[src/rtl/cpu_datapath.sv]
`default_nettype none
// ============================================================================
// Module   : cpu_datapath
// Purpose  : Register-and-bus datapath executing the per-cycle control word
//            from the control unit. It holds PC, AR, DR, IR, AC, R, R1-R4 and
//            the ALU result latch, and drives a single W-bit internal bus from
//            the source selected by read_en.
// Ports    : clk, rst_n            clock, async active-low reset
//            read_en[3:0]          bus source select
//            write_en/inc_en/clr_en[15:0]  load / increment / clear strobes
//            alu_op[2:0]           ALU function
//            im_rdata, dm_rdata    memory read data (combinational)
//            im_addr, dm_addr      PC / AR
//            dm_wdata, dm_we       bus value / write_en[11]
//            instruction[OPW-1:0]  IR opcode field
//            z[15:0]               {15'b0, AC==0}
//            bus_dbg               current bus value
// Revision : 1.0 - initial release
// ============================================================================
module cpu_datapath #(
  parameter int W   = 16,
  parameter int OPW = 6
) (
  input  logic           clk,
  input  logic           rst_n,
  input  logic [3:0]     read_en,
  input  logic [15:0]    write_en,
  input  logic [15:0]    inc_en,
  input  logic [15:0]    clr_en,
  input  logic [2:0]     alu_op,
  input  logic [W-1:0]   im_rdata,
  input  logic [W-1:0]   dm_rdata,
  output logic [W-1:0]   im_addr,
  output logic [W-1:0]   dm_addr,
  output logic [W-1:0]   dm_wdata,
  output logic           dm_we,
  output logic [OPW-1:0] instruction,
  output logic [15:0]    z,
  output logic [W-1:0]   bus_dbg
);

  localparam logic [W-1:0] C_ONE = W'(1);

  logic [W-1:0] pc_q, ar_q, dr_q, ir_q, ac_q, r_q;
  logic [W-1:0] r1_q, r2_q, r3_q, r4_q, alu_q;
  logic [W-1:0] pc_d, ar_d, dr_d, ir_d, ac_d, r_d;
  logic [W-1:0] r1_d, r2_d, r3_d, r4_d, alu_d;
  logic [W-1:0] bus_w;
  logic [W-1:0] alu_res_w;

  // ---------------------------------------------------------------- bus mux
  // Only the IR operand field is returned to the bus (jump / immediate use).
  always_comb begin
    bus_w = '0;
    case (read_en)
      4'd1:    bus_w = pc_q;
      4'd2:    bus_w = ar_q;
      4'd3:    bus_w = dr_q;
      4'd4:    bus_w = {{(W-10){1'b0}}, ir_q[9:0]};
      4'd5:    bus_w = ac_q;
      4'd6:    bus_w = r_q;
      4'd7:    bus_w = r1_q;
      4'd8:    bus_w = r2_q;
      4'd9:    bus_w = r3_q;
      4'd10:   bus_w = r4_q;
      4'd12:   bus_w = dm_rdata;
      4'd13:   bus_w = im_rdata;
      default: bus_w = '0;
    endcase
  end

  // -------------------------------------------------------------------- ALU
  always_comb begin
    alu_res_w = ac_q;
    case (alu_op)
      3'd1:    alu_res_w = ac_q + r_q;
      3'd2:    alu_res_w = ac_q - r_q;
      3'd3:    alu_res_w = ac_q * r_q;        // low W bits of product
      3'd4:    alu_res_w = {ac_q[W-2:0], 1'b0};
      default: alu_res_w = ac_q;
    endcase
  end

  // ------------------------------------------------------------ next state
  // Each register: clear > load > increment.
  always_comb begin
    pc_d  = pc_q;
    ar_d  = ar_q;
    dr_d  = dr_q;
    ir_d  = ir_q;
    ac_d  = ac_q;
    r_d   = r_q;
    r1_d  = r1_q;
    r2_d  = r2_q;
    r3_d  = r3_q;
    r4_d  = r4_q;
    alu_d = alu_q;

    if (clr_en[1])        pc_d = '0;
    else if (write_en[1]) pc_d = bus_w;
    else if (inc_en[1])   pc_d = pc_q + C_ONE;

    if (clr_en[2])        ar_d = '0;
    else if (write_en[2]) ar_d = bus_w;

    // DR has no load strobe: it shadows DM whenever DM drives the bus.
    if (clr_en[3])              dr_d = '0;
    else if (read_en == 4'd12)  dr_d = dm_rdata;

    if (write_en[3]) ir_d = bus_w;

    // AC selects the ALU latch ahead of a bus load; the latch value used is
    // the one held before this edge even if write_en[14] is also set.
    if (clr_en[4])         ac_d = '0;
    else if (write_en[12]) ac_d = alu_q;
    else if (write_en[4])  ac_d = bus_w;
    else if (inc_en[4])    ac_d = ac_q + C_ONE;

    if (clr_en[5])        r_d = '0;
    else if (write_en[5]) r_d = bus_w;

    if (write_en[10]) r1_d = bus_w;
    if (write_en[9])  r2_d = bus_w;
    if (write_en[8])  r3_d = bus_w;
    if (write_en[7])  r4_d = bus_w;

    if (write_en[14]) alu_d = alu_res_w;
  end

  // --------------------------------------------------------------- registers
  always_ff @(posedge clk or negedge rst_n) begin
    if (!rst_n) begin
      pc_q  <= '0;
      ar_q  <= '0;
      dr_q  <= '0;
      ir_q  <= '0;
      ac_q  <= '0;
      r_q   <= '0;
      r1_q  <= '0;
      r2_q  <= '0;
      r3_q  <= '0;
      r4_q  <= '0;
      alu_q <= '0;
    end else begin
      pc_q  <= pc_d;
      ar_q  <= ar_d;
      dr_q  <= dr_d;
      ir_q  <= ir_d;
      ac_q  <= ac_d;
      r_q   <= r_d;
      r1_q  <= r1_d;
      r2_q  <= r2_d;
      r3_q  <= r3_d;
      r4_q  <= r4_d;
      alu_q <= alu_d;
    end
  end

  // ----------------------------------------------------------------- outputs
  assign im_addr     = pc_q;
  assign dm_addr     = ar_q;
  assign dm_wdata    = bus_w;
  assign dm_we       = write_en[11];
  assign instruction = ir_q[W-1 -: OPW];
  assign z           = {15'b0, (ac_q == '0)};
  assign bus_dbg     = bus_w;

  // Strobe bits with no function in this datapath.
  logic unused_strobes;
  assign unused_strobes = ^{write_en[0], write_en[6], write_en[13], write_en[15],
                            inc_en[0], inc_en[3:2], inc_en[15:5],
                            clr_en[0], clr_en[15:6]};

endmodule
`default_nettype wire

[config.mk]
export PLATFORM = sky130hd
export DESIGN_NAME = cpu_datapath
export DESIGN_NICKNAME = d
export VERILOG_FILES = /design/src/rtl/cpu_datapath.sv
export SDC_FILE = /design/constraint.sdc
export NUM_CORES = 1
export LEC_CHECK = 0
export CAP_MARGIN = 20
export CELL_PAD_IN_SITES_DETAIL_PLACEMENT = 1
export CELL_PAD_IN_SITES_GLOBAL_PLACEMENT = 1
export CORE_ASPECT_RATIO = 1.2
export CORE_MARGIN = 2
export CORE_UTILIZATION = 44
export CTS_CLUSTER_SIZE = 30
export DETAILED_ROUTE_END_ITERATION = 6
export GPL_TIMING_DRIVEN = 0
export PLACE_DENSITY = 0.86
export SETUP_SLACK_MARGIN = 0.15
export SLEW_MARGIN = 20
export SYNTH_ARGS = -nofsm -noshare
export SYNTH_HDL_FRONTEND = slang
export SYNTH_SLANG_ARGS = --single-unit
[constraint.sdc]
create_clock -name clk -period 8.49 [get_ports clk]
set_clock_uncertainty 0.1 [all_clocks]
set_input_delay 0.849 -clock clk [delete_from_list [all_inputs] [get_ports clk]]
set_output_delay 0.849 -clock clk [all_outputs]
set_load 0.05 [all_outputs]
==> summary.md, run 1 <==
| Metric | Value |
|---|---|
| Status | completed |
| Worst-path cell chain | clkbuf_1 -> clkbuf_1 -> clkbuf_1 -> nand2_1 -> fa_1 -> inv_1 -> ha_1 -> inv_1 -> fa_1 -> fa_1 -> inv_1 -> fa_1 -> inv_1 -> fa_1 -> inv_1 -> ha_1 -> a21o_1 -> or3_1 -> a21oi_1 -> nor4_1 -> or3_1 -> a32oi_1 -> o21ai_0 |
| Period utilisation layout | 0.859 |
| DP Worst Slack | 1.25 ns |
| RSZ-0062 raised after global routing | no |
| Hold Vio Cnt, Final | 0 |
| I/O pin total | 176 |
| Worst Max-Slew Pin Slew | 1.10 ns |
| DR iter-0 viols | 1107 |
| Max VDD drop | 0.158 mV |
| Adder-cell share of the synthesized area | 0.163 |
| Switching power | 1.30 mW |
| Fmax | 137 MHz |
| Routed WL per cell | 27.2 µm |
| DRC violations left | 0 |
| Clock power share | 0.250 |
| Grt total ovfl | 0 |
| Fin nets | 2188 |
| Internal power | 1.79 mW |
| Multi-input gate area in the final layout | 9490 µm² |
| Cell Area, Synth | 15300 µm² |
| Final HPWL DP | 50500 µm |
| Post-synth cell types | 84 |
| Pwr Density | 174 nW/µm² |
| Worst hold path class | in2async |
| Layout cell share with drive strength beyond 1 | 0.0765 |
| Synth Area in Compound Gates | 0.191 |
| Area Overhead vs Synth | 16.5% |
| CTS buffer count | 17 |
| All-layer global routing usage | 0.364 |
| Vias in the first global route | 16153 |
| Slowest CP cell | clkbuf_1 |
| First-pass GRT wire length | 98500 µm |
| Post-Place Cell Area | 17200 µm² |
| Final instance area | 17800 µm² |
| Reg clk slew, reported paths | 0.07 ns |
| FF/Latch Area | 4400 µm² |
| Row count | 74 |
| Leak | 7.75 nW |
| Crit path max fanout | 10 |
| Xor and xnor area share after synthesis | 0.0479 |
| Main flop type after synthesis | dfrtp_1 |
| Core Area | 34200 µm² |
| Comb power frac | 0.412 |
| Final GP Congestion | 1.04 |
| Horiz. Die Dim | 174 µm |
| CP max stage delay | 0.62 ns |
| Setup Fix Bufs, Post-CTS | 0 |
| PortBufs | 122 |
| Root Driver | clkbuf_16 |
| Wirelength, routed | 65800 µm |
| Die Ht | 208 µm |
| Post-synthesis instance total | 1788 |
| DIE AREA | 36200 µm² |
| Async SR Flop Fraction | 1.00 |
| Post-synth EDFFs | 0 |
| Vias per cell | 6.16 |
| 1st-pass router iterations | 6 |
| Initial antenna violation count | 2 |
| WP data arrival | 7.52 ns |
| Clock tree buffer depth | 2 |
| Hold slack | 0.251 ns |
| Slew Limit Headroom | 0.263 |
| Finish-stage setup viols | 0 |
| Cts hold-fix bufs | 0 |
| Final setup margin | 1.20 ns |
| Reg power frac | 0.337 |
| Maxcap violations | 0 |
| Area leader, netlist | dfrtp_1 |
| Main combinational cell family by area after synthesis | compound AO/OA/AOI/OAI gates |
| Clock Sinks | 176 |
| Sequential share of the synthesized area | 0.288 |
| Tmin final | 7.29 ns |
| CP Capture Type | register |
| Quantity of gates resized following cts | 0 |
| Crit path launch type | register |
| Worst skew pair latency | 0.46 ns |
| Post-synthesis register bit count | 176 |
| TritonCTS clock tree | yes |
| Synth top area cells | dfrtp_1, fa_1, ha_1, a21oi_1, nor2_1 |
| Net Sw Frac | 0.422 |
| Area share of the largest cell type after synthesis | 0.288 |
| Initial Util | 0.447 |
| WS Path Type | reg2reg |
| Slew Limit Fails | 0 |
| Fillers | 4052 |
| Warning count from the yosys run | 0 |
| Largest net degree at the start of global routing | 100 |
| Number of routed nets with antenna violations | 0 |
| Avg Cell Area, Syn | 8.54 µm² |
| Vias | 14906 |
| Power Total | 3.09 mW |
| CP required | 8.72 ns |
| H-tree Lvls | 4 |
| Simple-gate share of the synthesized area | 0.186 |
| Multiplexer share of the synthesized area | 0.0285 |
-- layer usage --
| metal | GRT usage | share of wire |
|---|---|---|
| met1 | 0.401 | 0.36 |
| met2 | 0.632 | 0.49 |
| met5 | 0 | 0.00046 |
| met3 | 0.0556 | 0.062 |
| met4 | 0.272 | 0.086 |
-- layout by cell type, fill, tap and decap left out, types with 24 or more instances in the layout --
| cell | count |
|---|---|
| a211oi_1 | 63 |
| dfrtp_1 | 176 |
| o21ai_0 | 41 |
| mux2i_1 | 30 |
| a21oi_1 | 156 |
| a22oi_1 | 24 |
| and2_1 | 65 |
| fa_1 | 81 |
| clkbuf_1 | 91 |
| xnor2_1 | 63 |
| nor2_1 | 196 |
| ha_1 | 69 |
| buf_4 | 49 |
| inv_1 | 147 |
| clkdlybuf4s50_1 | 121 |
| nand2_1 | 164 |
-- critical path, delay by kind of cell (launching register included) --
kind	cells	cell delay, ns
buf+inv	8	1.87
flops	1	0.41
compound gates	4	0.81
simple gates	4	1.01
fa+ha+maj	7	2.93
-- worst paths after layout --
check	start	endpoint	slack, ns	cells after the start
setup / recovery	ac_q[2]$_DFFE_PN0P_	alu_q[14]$_DFFE_PN0P_	1.20	23
hold / removal	rst_n	im_addr[14]$_DFFE_PN0P_	0.25	1
setup reg to reg	ac_q[2]$_DFFE_PN0P_	alu_q[14]$_DFFE_PN0P_	1.20	23
hold reg to reg	alu_q[6]$_DFFE_PN0P_	alu_q[6]$_DFFE_PN0P_	0.41	2
max in group asynchronous	rst_n	alu_q[14]$_DFFE_PN0P_	7.07	2
min in group clk	alu_q[6]$_DFFE_PN0P_	alu_q[6]$_DFFE_PN0P_	0.41	2
-- synth_stat cells, types with 6 or more instances --
master and n:
ha_1 69, nor2_1 197, buf_1 10, and3_1 9, nand2_1 164, nor3b_1 8
nand3_1 21, o211ai_1 7, o21ai_1 8, nor2b_1 17, nor4_1 9, mux2_2 8
clkbuf_1 89, a22oi_1 24, or3_1 13, a21o_1 9, o21ai_0 41, buf_4 47
o2bb2ai_1 6, xnor2_1 63, and2_1 65, nand4_1 9, dfrtp_1 176, nand2b_1 11
xor2_1 18, inv_1 147, a32oi_1 16, fa_1 81, buf_2 22, nor3_1 23
o21a_1 10, o31ai_1 6, a22o_1 14, a21oi_1 156, o22ai_1 13, nand3b_1 6
mux2i_1 30, a211oi_1 63, o32ai_1 6
-- area by class of cell --
| type | instances | share of cell area |
|---|---|---|
| multi-input cells | 1305 | 0.534 |
| diodes | 1 | 0.000141 |
| plain buffers | 174 | 0.0506 |
| repair buffers | 128 | 0.0736 |
| clock buffers | 20 | 0.0251 |
| clock inverters | 12 | 0.00619 |
| flip-flops and latches | 176 | 0.248 |
| well taps | 456 | 0.0321 |
| inverters | 147 | 0.0310 |
-- cell families (layout without fill, tap and decap cells) --
| kind of cell | count (synthesis) | count (layout) |
|---|---|---|
| and+or+nand+nor | 584 | 584 |
| AOI/OAI and AO/OA | 434 | 434 |
| buffers and inverters | 321 | 481 |
| DFF | 176 | 176 |
| adders and majority gates | 150 | 150 |
| xor gates and xnor gates | 82 | 82 |
| muxes | 40 | 40 |
| other | 1 | 16 |
-- state kept, by name, indices dropped and copies added (netlist names) --
register and flops:
ac_q 16, alu_q 16, dm_addr 16, dr_q 16, im_addr 16, ir_q 16, r1_q 16, r2_q 16
r3_q 16, r4_q 16, r_q 16
-- power groups by stage --
stage                     clock network (mW)  registers, mW  logic [mW]
after global routing                   0.805           1.04        1.35
after floorplan                            0           1.03       0.764
after CTS                              0.773           1.03        1.26
final                                  0.773           1.04        1.27
after global placement                     0           1.04        1.19
after detailed placement                   0           1.05        1.25
-- per-stage QoR --
step,cells,TNS [ns],util
4_1_cts,2417,0,0.520
6_report,2419,0,0.521
3_5_place_dp,2385,0,0.504
2_1_floorplan,1802,0,-
3_3_place_gp,2380,-109.04,0.501
5_1_grt,2418,0,0.520
No activity file was read; power rests on OpenSTA's default activity.
==> run 2, diff against run 1 <==
Settings changed: CORE_ASPECT_RATIO 1.2 to default.
==> run 2 against run 1 <==
- sequential power is essentially flat
- via count grew 2.6%
- combinational power is essentially flat
- wire length shrank 0.90%
- non-clock buffer count shrank 1
- utilization shrank 0.28 points
- flip-flop and latch count is the same
- register-to-register slack gained 0.15 ns
==> summary.md, run 2 (synthesis gave the netlist of run 1 again) <==
| Metric | Value |
|---|---|
| Status | completed |
| Fillers | 4108 |
| CP max stage delay | 0.59 ns |
| DRC violations left | 0 |
| Leak | 7.76 nW |
| Crit path buf inv count | 8 |
| Ant diodes | 0 |
| Worst-path cell chain | clkbuf_1 -> clkbuf_1 -> clkbuf_1 -> nand2_1 -> fa_1 -> inv_1 -> ha_1 -> inv_1 -> fa_1 -> fa_1 -> inv_1 -> fa_1 -> inv_1 -> fa_1 -> inv_1 -> ha_1 -> a21o_1 -> or3_1 -> a21oi_1 -> nor4_1 -> or3_1 -> a32oi_1 -> o21ai_0 |
| Wirelength, routed | 65200 µm |
| Worst skew pair latency | 0.45 ns |
| Worst Max-Slew Pin Slew | 1.12 ns |
| First-pass GRT wire length | 97700 µm |
| Commonest non-fill, non-tap cell in the layout | nor2_1 |
| Quantity of gates resized following cts | 0 |
| Hold slack | 0.303 ns |
| Routed WL per cell | 27.0 µm |
| Setup Fix Bufs, Post-CTS | 0 |
| Area Overhead vs Synth | 16.5% |
| Fin nets | 2187 |
| CP required | 8.71 ns |
| Grt total ovfl | 0 |
| Worst hold path class | in2async |
| Root Driver | clkbuf_16 |
| Clock tree buffer depth | 2 |
| Post-Place Cell Area | 17200 µm² |
| DR iter-0 viols | 1898 |
| Tmin final | 7.14 ns |
| Family with the most delay on the worst path | adder cells |
| H-tree Lvls | 4 |
| Final instance area | 17800 µm² |
| Pwr Density | 175 nW/µm² |
| Fmax | 140 MHz |
| Layout cell share with drive strength beyond 1 | 0.0770 |
| Horiz. Die Dim | 190 µm |
| Power Total | 3.12 mW |
| Vias | 15299 |
| Reg clk slew, reported paths | 0.08 ns |
| Largest net degree at the start of global routing | 96 |
| RSZ-0062 raised after global routing | no |
| Maxcap violations | 0 |
| I/O pin total | 176 |
| WP data arrival | 7.36 ns |
| Crit path max fanout | 10 |
| Number of routed nets with antenna violations | 0 |
| Row count | 68 |
| Die Ht | 190 µm |
| CP Capture Type | register |
| Initial Util | 0.444 |
| Most frequent cells in the layout | nor2_1, dfrtp_1, nand2_1, a21oi_1, inv_1 |
| PortBufs | 122 |
| Slowest CP cell | clkbuf_1 |
| Final HPWL DP | 48500 µm |
| Period utilisation layout | 0.841 |
| All-layer global routing usage | 0.362 |
| TritonCTS clock tree | yes |
| Hold Vio Cnt, Final | 0 |
| Initial antenna violation count | 1 |
| Final core occ | 0.518 |
| Clock Sinks | 176 |
| CTS buffer count | 17 |
| DIE AREA | 36200 µm² |
| Finish-stage setup viols | 0 |
| Slew Limit Fails | 0 |
| WS Path Type | reg2reg |
| Final GP Congestion | 1.08 |
| 1st-pass router iterations | 7 |
| Vias per cell | 6.33 |
| Core Area | 34400 µm² |
| Slew Limit Headroom | 0.249 |
| Cts hold-fix bufs | 0 |
| Crit path launch type | register |
| Max VDD drop | 0.140 mV |
| Vias in the first global route | 15790 |
run 2: layout make-up:
cell class / count / area (µm²) / area share
buffer: 174 / 900 / 0.0506
sequential: 176 / 4400 / 0.248
clock inverter: 14 / 149 / 0.00837
inverter: 147 / 552 / 0.0310
multi-input combinational: 1305 / 9480 / 0.533
clock buffer: 18 / 439 / 0.0247
timing repair buffer: 127 / 1300 / 0.0730
tap: 455 / 569 / 0.0320
run 2: routing by layer:
layer | vias to the layer above | global-route usage | part of all wire
met5 | - | 0 | 0.00028
met4 | 2 | 0.246 | 0.078
met3 | 291 | 0.0653 | 0.088
met2 | 943 | 0.574 | 0.46
met1 | 7689 | 0.451 | 0.38
li1 | 6374 | - | -
run 2: metrics by stage:
step | TNS, ns | worst slack [ns] | std cells
after global routing | 0 | 1.02 | 2416
after detailed placement | 0 | 1.38 | 2384
after global placement | -178.67 | -1.04 | 2379
after floorplan | 0 | 2.63 | 1802
after CTS | 0 | 1.38 | 2416
final | 0 | 1.35 | 2416
run 2: path summary, 6_finish.rpt:
check / from / endpoint / slack (ns) / cells after the start
hold reg to reg: alu_q[5]$_DFFE_PN0P_ / alu_q[5]$_DFFE_PN0P_ / 0.39 / 2
setup / recovery: ac_q[2]$_DFFE_PN0P_ / alu_q[14]$_DFFE_PN0P_ / 1.35 / 23
min in group clk: alu_q[5]$_DFFE_PN0P_ / alu_q[5]$_DFFE_PN0P_ / 0.39 / 2
max in group asynchronous: rst_n / ir_q[9]$_DFFE_PN0P_ / 7.03 / 2
hold / removal: rst_n / im_addr[12]$_DFFE_PN0P_ / 0.30 / 1
setup reg to reg: ac_q[2]$_DFFE_PN0P_ / alu_q[14]$_DFFE_PN0P_ / 1.35 / 23
run 2: where the power goes:
part	internal (mW)	switching, mW
logic	0.438	0.826
clock network	0.423	0.391
registers	0.930	0.113
total	1.79	1.33
==> RTL change 1, RTL diff (settings of run 2) <==
Change the parameter `W` from 16 to 12.
--- a/src/rtl/cpu_datapath.sv
+++ b/src/rtl/cpu_datapath.sv
@@ -18,7 +18,7 @@
 // Revision : 1.0 - initial release
 // ============================================================================
 module cpu_datapath #(
-  parameter int W   = 16,
+  parameter int W   = 12,
   parameter int OPW = 6
 ) (
   input  logic           clk,
Interface: changed (6 resized); port bits go from 176 to 152. The function was not compared with the original's and may differ.
==> RTL change 1 against run 2 <==
  * Routed wire length is 38% lower
  * Cell area is 29% lower
  * Sequential cell count is 44 lower
  * Global-route usage is 3.3 points lower
  * Fmax is 13% higher
  * Area after synthesis is 32% lower
  * Power is 23% lower
  * Setup slack better by 0.81 ns
==> RTL change 1: results (changes against run 2) <==
| Metric | Value |
|---|---|
| Final WL | 40,200 um (was 65,200 um) |
| Xor/xnor share of the synthesized area | 5.73% (was 4.79%) |
| Switching Power | 0.953 mW (was 1.33 mW) |
| Synth cell count leaders | nor2_1 (152), dfrtp_1 (132), nand2_1 (132) (was nor2_1 (197), dfrtp_1 (176), nand2_1 (164)) |
| Clock Latency Late Sink | 0.45 ns (about the same) |
| Post-synthesis mux area share | 2.93% (was 2.85%) |
| Antenna violations before repair | 0 (was 1) |
| Multi-input gates | 893 (was 1,305) |
| Crit path DAT | 6.60 ns (was 7.36 ns) |
| Max_slew headroom | 19.9% (was 24.9%) |
| Worst slack, placed | 2.34 ns (was 1.38 ns) |
| Synth Register Bits | 132 (was 176) |
| # fillers | 2,844 (was 4,108) |
| Util after Layout | 53.7% (was 51.8%) |
| Critical path fanouts, max | 10 (unchanged) |
| P_leak | 5.59 nW (was 7.76 nW) |
| Detail Placement HPWL | 29,500 um (was 48,500 um) |
| H-Tree Level Count | 4 (unchanged) |
| First-pass DRT Iterations | 6 (was 7) |
| Layout cell share with drive strength beyond 1 | 8.87% (was 7.70%) |
| Clock-cell share | 4.81% (was 3.30%) |
| Placer congestion estimate | 1.02 (was 1.08) |
| PortBufs | 103 (was 122) |
| Final nets | 1,528 (was 2,187) |
| Compound-Gate Fraction of Synth Area | 19.4% (was 19.1%) |
| Largest net degree at the start of global routing | 77 (was 96) |
| Peak supply drop | 0.126 mV (was 0.140 mV) |
| Nonclk buf count | 223 (was 301) |
| Drt drc | 0 (unchanged) |
| Clock Path Buffers | 2 (unchanged) |
| Largest cells by area after synthesis | dfrtp_1 (32%), fa_1 (7.7%), nor2_1 (5.5%) (was dfrtp_1 (29%), fa_1 (11%), ha_1 (5.7%)) |
| Mean Syn Cell Area | 8.52 sq um (was 8.54 sq um) |
| Vias per cell | 6.06 (was 6.33) |
| Non-clock buffer share of cell area | 13.6% (was 12.4%) |
| Initial detailed-routing violation count | 954 (was 1,898) |
| Status | completed (unchanged) |
| Placed inst area | 12,000 sq um (was 17,200 sq um) |
| Comb group | 0.832 mW (was 1.26 mW) |
| GRT Total Usage | 32.9% (was 36.2%) |
| Sequential fraction of total cell area | 26.3% (was 24.8%) |
| Inst Count DP | 1,662 (was 2,384) |
| Non-Filler Instances | 1,694 (was 2,416) |
| Clock Power Share | 32.7% (was 26.1%) |
| Number of global-route vias before repair | 10,600 (was 15,800) |
| Synth unique cells | 79 (was 84) |
| Invs w/o clock | 95 (was 147) |
| Seq/Total Area, Yosys | 31.7% (was 28.8%) |
| Post-Synth Adder-Cell Area | 13.1% (was 16.3%) |
| Ant diodes | 0 (unchanged) |
| First-pass GRT wire length | 61,600 um (was 97,700 um) |
| Clock net power | 0.785 mW (was 0.814 mW) |
| Class of the worst hold path | in2async (unchanged) |
| Multi-input logic area | 6190 sq um (was 9480 sq um) |
-- RTL change 1: changes by cell type in the layout (fill, tap and decap cells not counted), sizes merged, moves of 24 or more --
cell,delta
buf,-25
nand2,-31
dfrtp,-44
xnor2,-24
ha,-24
a21oi,-45
clkbuf,-34
nor2,-45
and2,-47
fa,-41
inv,-51
-- RTL change 1: final timing paths --
path | from | slack [ns] | cells past startpoint | endpoint
worst max-delay path | ac_q[4]$_DFFE_PN0P_ | 2.16 | 17 | alu_q[11]$_DFFE_PN0P_
worst min-delay path | rst_n | 0.27 | 1 | im_addr[5]$_DFFE_PN0P_
worst max register to register | ac_q[4]$_DFFE_PN0P_ | 2.16 | 17 | alu_q[11]$_DFFE_PN0P_
worst min register to register | dr_q[3]$_DFFE_PN0P_ | 0.43 | 2 | dr_q[3]$_DFFE_PN0P_
max in group asynchronous | rst_n | 7.28 | 2 | ac_q[3]$_DFFE_PN0P_
min in group clk | dr_q[3]$_DFFE_PN0P_ | 0.43 | 2 | dr_q[3]$_DFFE_PN0P_
-- RTL change 1: per-layer routing --
| metal | vias up | track usage, % | wire length [um] |
|---|---|---|---|
| met4 | 0 | 17.1 | 2180 |
| met1 | 5171 | 41.9 | 16100 |
| li1 | 4426 | - | - |
| met3 | 142 | 3.89 | 2530 |
| met2 | 519 | 55.0 | 19400 |
| met5 | - | 0 | 0 |
-- RTL change 1: worst max-delay path: stages, from the launching register on --
cell	delay (ns)
dfrtp_1	0.37
clkbuf_1	0.48
clkbuf_1	0.61
nand2_1	0.17
fa_1	0.42
fa_1	0.55
inv_1	0.05
fa_1	0.49
fa_1	0.49
inv_1	0.05
fa_1	0.41
xor2_1	0.30
xnor3_1	0.38
xnor3_1	0.41
xnor3_1	0.43
xnor2_1	0.30
a31oi_1	0.14
o21ai_1	0.10
==> RTL change 2, RTL diff (settings of run 2) <==
Without the edit above. Add an input register stage for `read_en`, `inc_en`, `clr_en`, `alu_op`, `im_rdata` and `dm_rdata`, cleared by the reset; this delays them by one clock. The other inputs are not delayed to match. Comments in the files are not updated.
--- a/src/rtl/cpu_datapath.sv
+++ b/src/rtl/cpu_datapath.sv
@@ -41,6 +41,31 @@
 
   localparam logic [W-1:0] C_ONE = W'(1);
 
+  logic [3:0] read_en_q;
+  logic [15:0] inc_en_q;
+  logic [15:0] clr_en_q;
+  logic [2:0] alu_op_q;
+  logic [W-1:0] im_rdata_q;
+  logic [W-1:0] dm_rdata_q;
+
+  always_ff @(posedge clk or negedge rst_n) begin
+    if (!rst_n) begin
+      read_en_q  <= '0;
+      inc_en_q   <= '0;
+      clr_en_q   <= '0;
+      alu_op_q   <= '0;
+      im_rdata_q <= '0;
+      dm_rdata_q <= '0;
+    end else begin
+      read_en_q  <= read_en;
+      inc_en_q   <= inc_en;
+      clr_en_q   <= clr_en;
+      alu_op_q   <= alu_op;
+      im_rdata_q <= im_rdata;
+      dm_rdata_q <= dm_rdata;
+    end
+  end
+
   logic [W-1:0] pc_q, ar_q, dr_q, ir_q, ac_q, r_q;
   logic [W-1:0] r1_q, r2_q, r3_q, r4_q, alu_q;
   logic [W-1:0] pc_d, ar_d, dr_d, ir_d, ac_d, r_d;
@@ -52,7 +77,7 @@
   // Only the IR operand field is returned to the bus (jump / immediate use).
   always_comb begin
     bus_w = '0;
-    case (read_en)
+    case (read_en_q)
       4'd1:    bus_w = pc_q;
       4'd2:    bus_w = ar_q;
       4'd3:    bus_w = dr_q;
@@ -63,8 +88,8 @@
       4'd8:    bus_w = r2_q;
       4'd9:    bus_w = r3_q;
       4'd10:   bus_w = r4_q;
-      4'd12:   bus_w = dm_rdata;
-      4'd13:   bus_w = im_rdata;
+      4'd12:   bus_w = dm_rdata_q;
+      4'd13:   bus_w = im_rdata_q;
       default: bus_w = '0;
     endcase
   end
@@ -72,7 +97,7 @@
   // -------------------------------------------------------------------- ALU
   always_comb begin
     alu_res_w = ac_q;
-    case (alu_op)
+    case (alu_op_q)
       3'd1:    alu_res_w = ac_q + r_q;
       3'd2:    alu_res_w = ac_q - r_q;
       3'd3:    alu_res_w = ac_q * r_q;        // low W bits of product
@@ -96,27 +121,27 @@
     r4_d  = r4_q;
     alu_d = alu_q;
 
-    if (clr_en[1])        pc_d = '0;
+    if (clr_en_q[1])        pc_d = '0;
     else if (write_en[1]) pc_d = bus_w;
-    else if (inc_en[1])   pc_d = pc_q + C_ONE;
-
-    if (clr_en[2])        ar_d = '0;
+    else if (inc_en_q[1])   pc_d = pc_q + C_ONE;
+
+    if (clr_en_q[2])        ar_d = '0;
     else if (write_en[2]) ar_d = bus_w;
 
     // DR has no load strobe: it shadows DM whenever DM drives the bus.
-    if (clr_en[3])              dr_d = '0;
-    else if (read_en == 4'd12)  dr_d = dm_rdata;
+    if (clr_en_q[3])              dr_d = '0;
+    else if (read_en_q == 4'd12)  dr_d = dm_rdata_q;
 
     if (write_en[3]) ir_d = bus_w;
 
     // AC selects the ALU latch ahead of a bus load; the latch value used is
     // the one held before this edge even if write_en[14] is also set.
-    if (clr_en[4])         ac_d = '0;
+    if (clr_en_q[4])         ac_d = '0;
     else if (write_en[12]) ac_d = alu_q;
     else if (write_en[4])  ac_d = bus_w;
-    else if (inc_en[4])    ac_d = ac_q + C_ONE;
-
-    if (clr_en[5])        r_d = '0;
+    else if (inc_en_q[4])    ac_d = ac_q + C_ONE;
+
+    if (clr_en_q[5])        r_d = '0;
     else if (write_en[5]) r_d = bus_w;
 
     if (write_en[10]) r1_d = bus_w;
@@ -168,8 +193,8 @@
   // Strobe bits with no function in this datapath.
   logic unused_strobes;
   assign unused_strobes = ^{write_en[0], write_en[6], write_en[13], write_en[15],
-                            inc_en[0], inc_en[3:2], inc_en[15:5],
-                            clr_en[0], clr_en[15:6]};
+                            inc_en_q[0], inc_en_q[3:2], inc_en_q[15:5],
+                            clr_en_q[0], clr_en_q[15:6]};
 
 endmodule
 `default_nettype wire
Formal check against the unedited RTL: not equivalent (a bounded check fails within 4 cycles, from zero or initial values and one cycle with rst_n low).
==> RTL change 2 against run 2 <==
  * Sequential cell count increased by 46
  * Highest routed layer unchanged
  * Cell area increased by 3.2%
  * Routed wire length decreased by 11%
  * Critical endpoint is now alu_q[15]$_DFFE_PN0P_
  * Power increased by 12%
  * Area after synthesis increased by 2.6%
  * Setup slack improved by 0.14 ns
  * Sequential power increased by 22%
  * Combinational power about the same
==> RTL change 2: results (changes against run 2) <==
| Metric | Value |
|---|---|
| Final nets | 2,139 (was 2,187) |
| DR vias | 14,200 (was 15,300) |
| Synth unique cells | 81 (was 84) |
| Clock buffer count from CTS | 22 (was 17) |
| CP Launch Point | ac_q[3]$_DFFE_PN0P_ (was ac_q[2]$_DFFE_PN0P_) |
| Placer congestion estimate | 0.947 (was 1.08) |
| Post-synthesis mux area share | 0.671% (was 2.85%) |
| First-pass DRT Iterations | 6 (was 7) |
| Measured slew at the worst slew-check pin | 1.07 ns (was 1.12 ns) |
| Met3 routed WL | 3690 um (was 5720 um) |
| Xor/xnor share of the synthesized area | 5.05% (was 4.79%) |
| Synth cell count leaders | dfrtp_1 (222), nor2_1 (176), nand2_1 (169) (was nor2_1 (197), dfrtp_1 (176), nand2_1 (164)) |
| Clock Path Buffers | 3 (was 2) |
| Clock Latency Late Sink | 0.51 ns (was 0.45 ns) |
| Detail Placement HPWL | 43,000 um (was 48,500 um) |
| # clk buffers | 34 (was 18) |
| Crit path DAT | 7.25 ns (was 7.36 ns) |
| PortBufs | 130 (was 122) |
| Fraction of area in multi-input gates | 47.8% (was 53.3%) |
| Number of global-route vias before repair | 15,600 (was 15,800) |
| Status | completed (unchanged) |
| Invs w/o clock | 155 (was 147) |
| Peak supply drop | 0.156 mV (was 0.140 mV) |
| P_leak | 8.26 nW (was 7.76 nW) |
| # fillers | 4,116 (was 4,108) |
| Final WL | 57,700 um (was 65,200 um) |
| Nonclk buf count | 287 (was 301) |
| H-Tree Level Count | 1 (was 4) |
| Clock-cell share | 3.80% (was 3.30%) |
| R2R Setup Slk | 1.50 ns (was 1.35 ns) |
| Met3 Track Usage GR | 4.40% (was 6.53%) |
| WL met1 | 21,900 um (was 24,600 um) |
| Worst reg2reg path endpoint | alu_q[15]$_DFFE_PN0P_ (was alu_q[14]$_DFFE_PN0P_) |
| Met2 usage | 54.1% (was 57.4%) |
| Post-Synth Adder-Cell Area | 15.9% (was 16.3%) |
| Layout cell share with drive strength beyond 1 | 7.52% (was 7.70%) |
| Clk sinks | 222 (was 176) |
| Largest cells by area after synthesis | dfrtp_1 (35%), fa_1 (10%), ha_1 (5.5%) (was dfrtp_1 (29%), fa_1 (11%), ha_1 (5.7%)) |
| Initial detailed-routing violation count | 1,144 (was 1,898) |
==> RTL change 2: changes by cell type in the layout (fill, tap and decap cells not counted), sizes merged, moves of 9 or more <==
cell	change
nor3	-13
nor2	-10
a21oi	-20
dfrtp	+46
a32oi	-16
a22oi	+16
a211oi	-10
mux2i	-24
or3	-12
a221oi	+19
buf	-9
and3	+10
nand3	+18
==> RTL change 2: where the power goes <==
part	total [mW]	internal (mW)	switching [mW]
clock	0.977	0.555	0.422
combinational	1.26	0.452	0.812
sequential	1.27	1.16	0.104
total	3.51	2.17	1.34
==> RTL change 2: metrics by stage <==
step / hold slack [ns] / cell area [sq um] / instances
2_1_floorplan: 0.381 / 15700 / 1744
3_3_place_gp: 0.392 / 17600 / 2335
3_5_place_dp: 0.415 / 17700 / 2337
4_1_cts: 0.303 / 18400 / 2375
5_1_grt: 0.317 / 18400 / 2375
6_report: 0.254 / 18400 / 2375
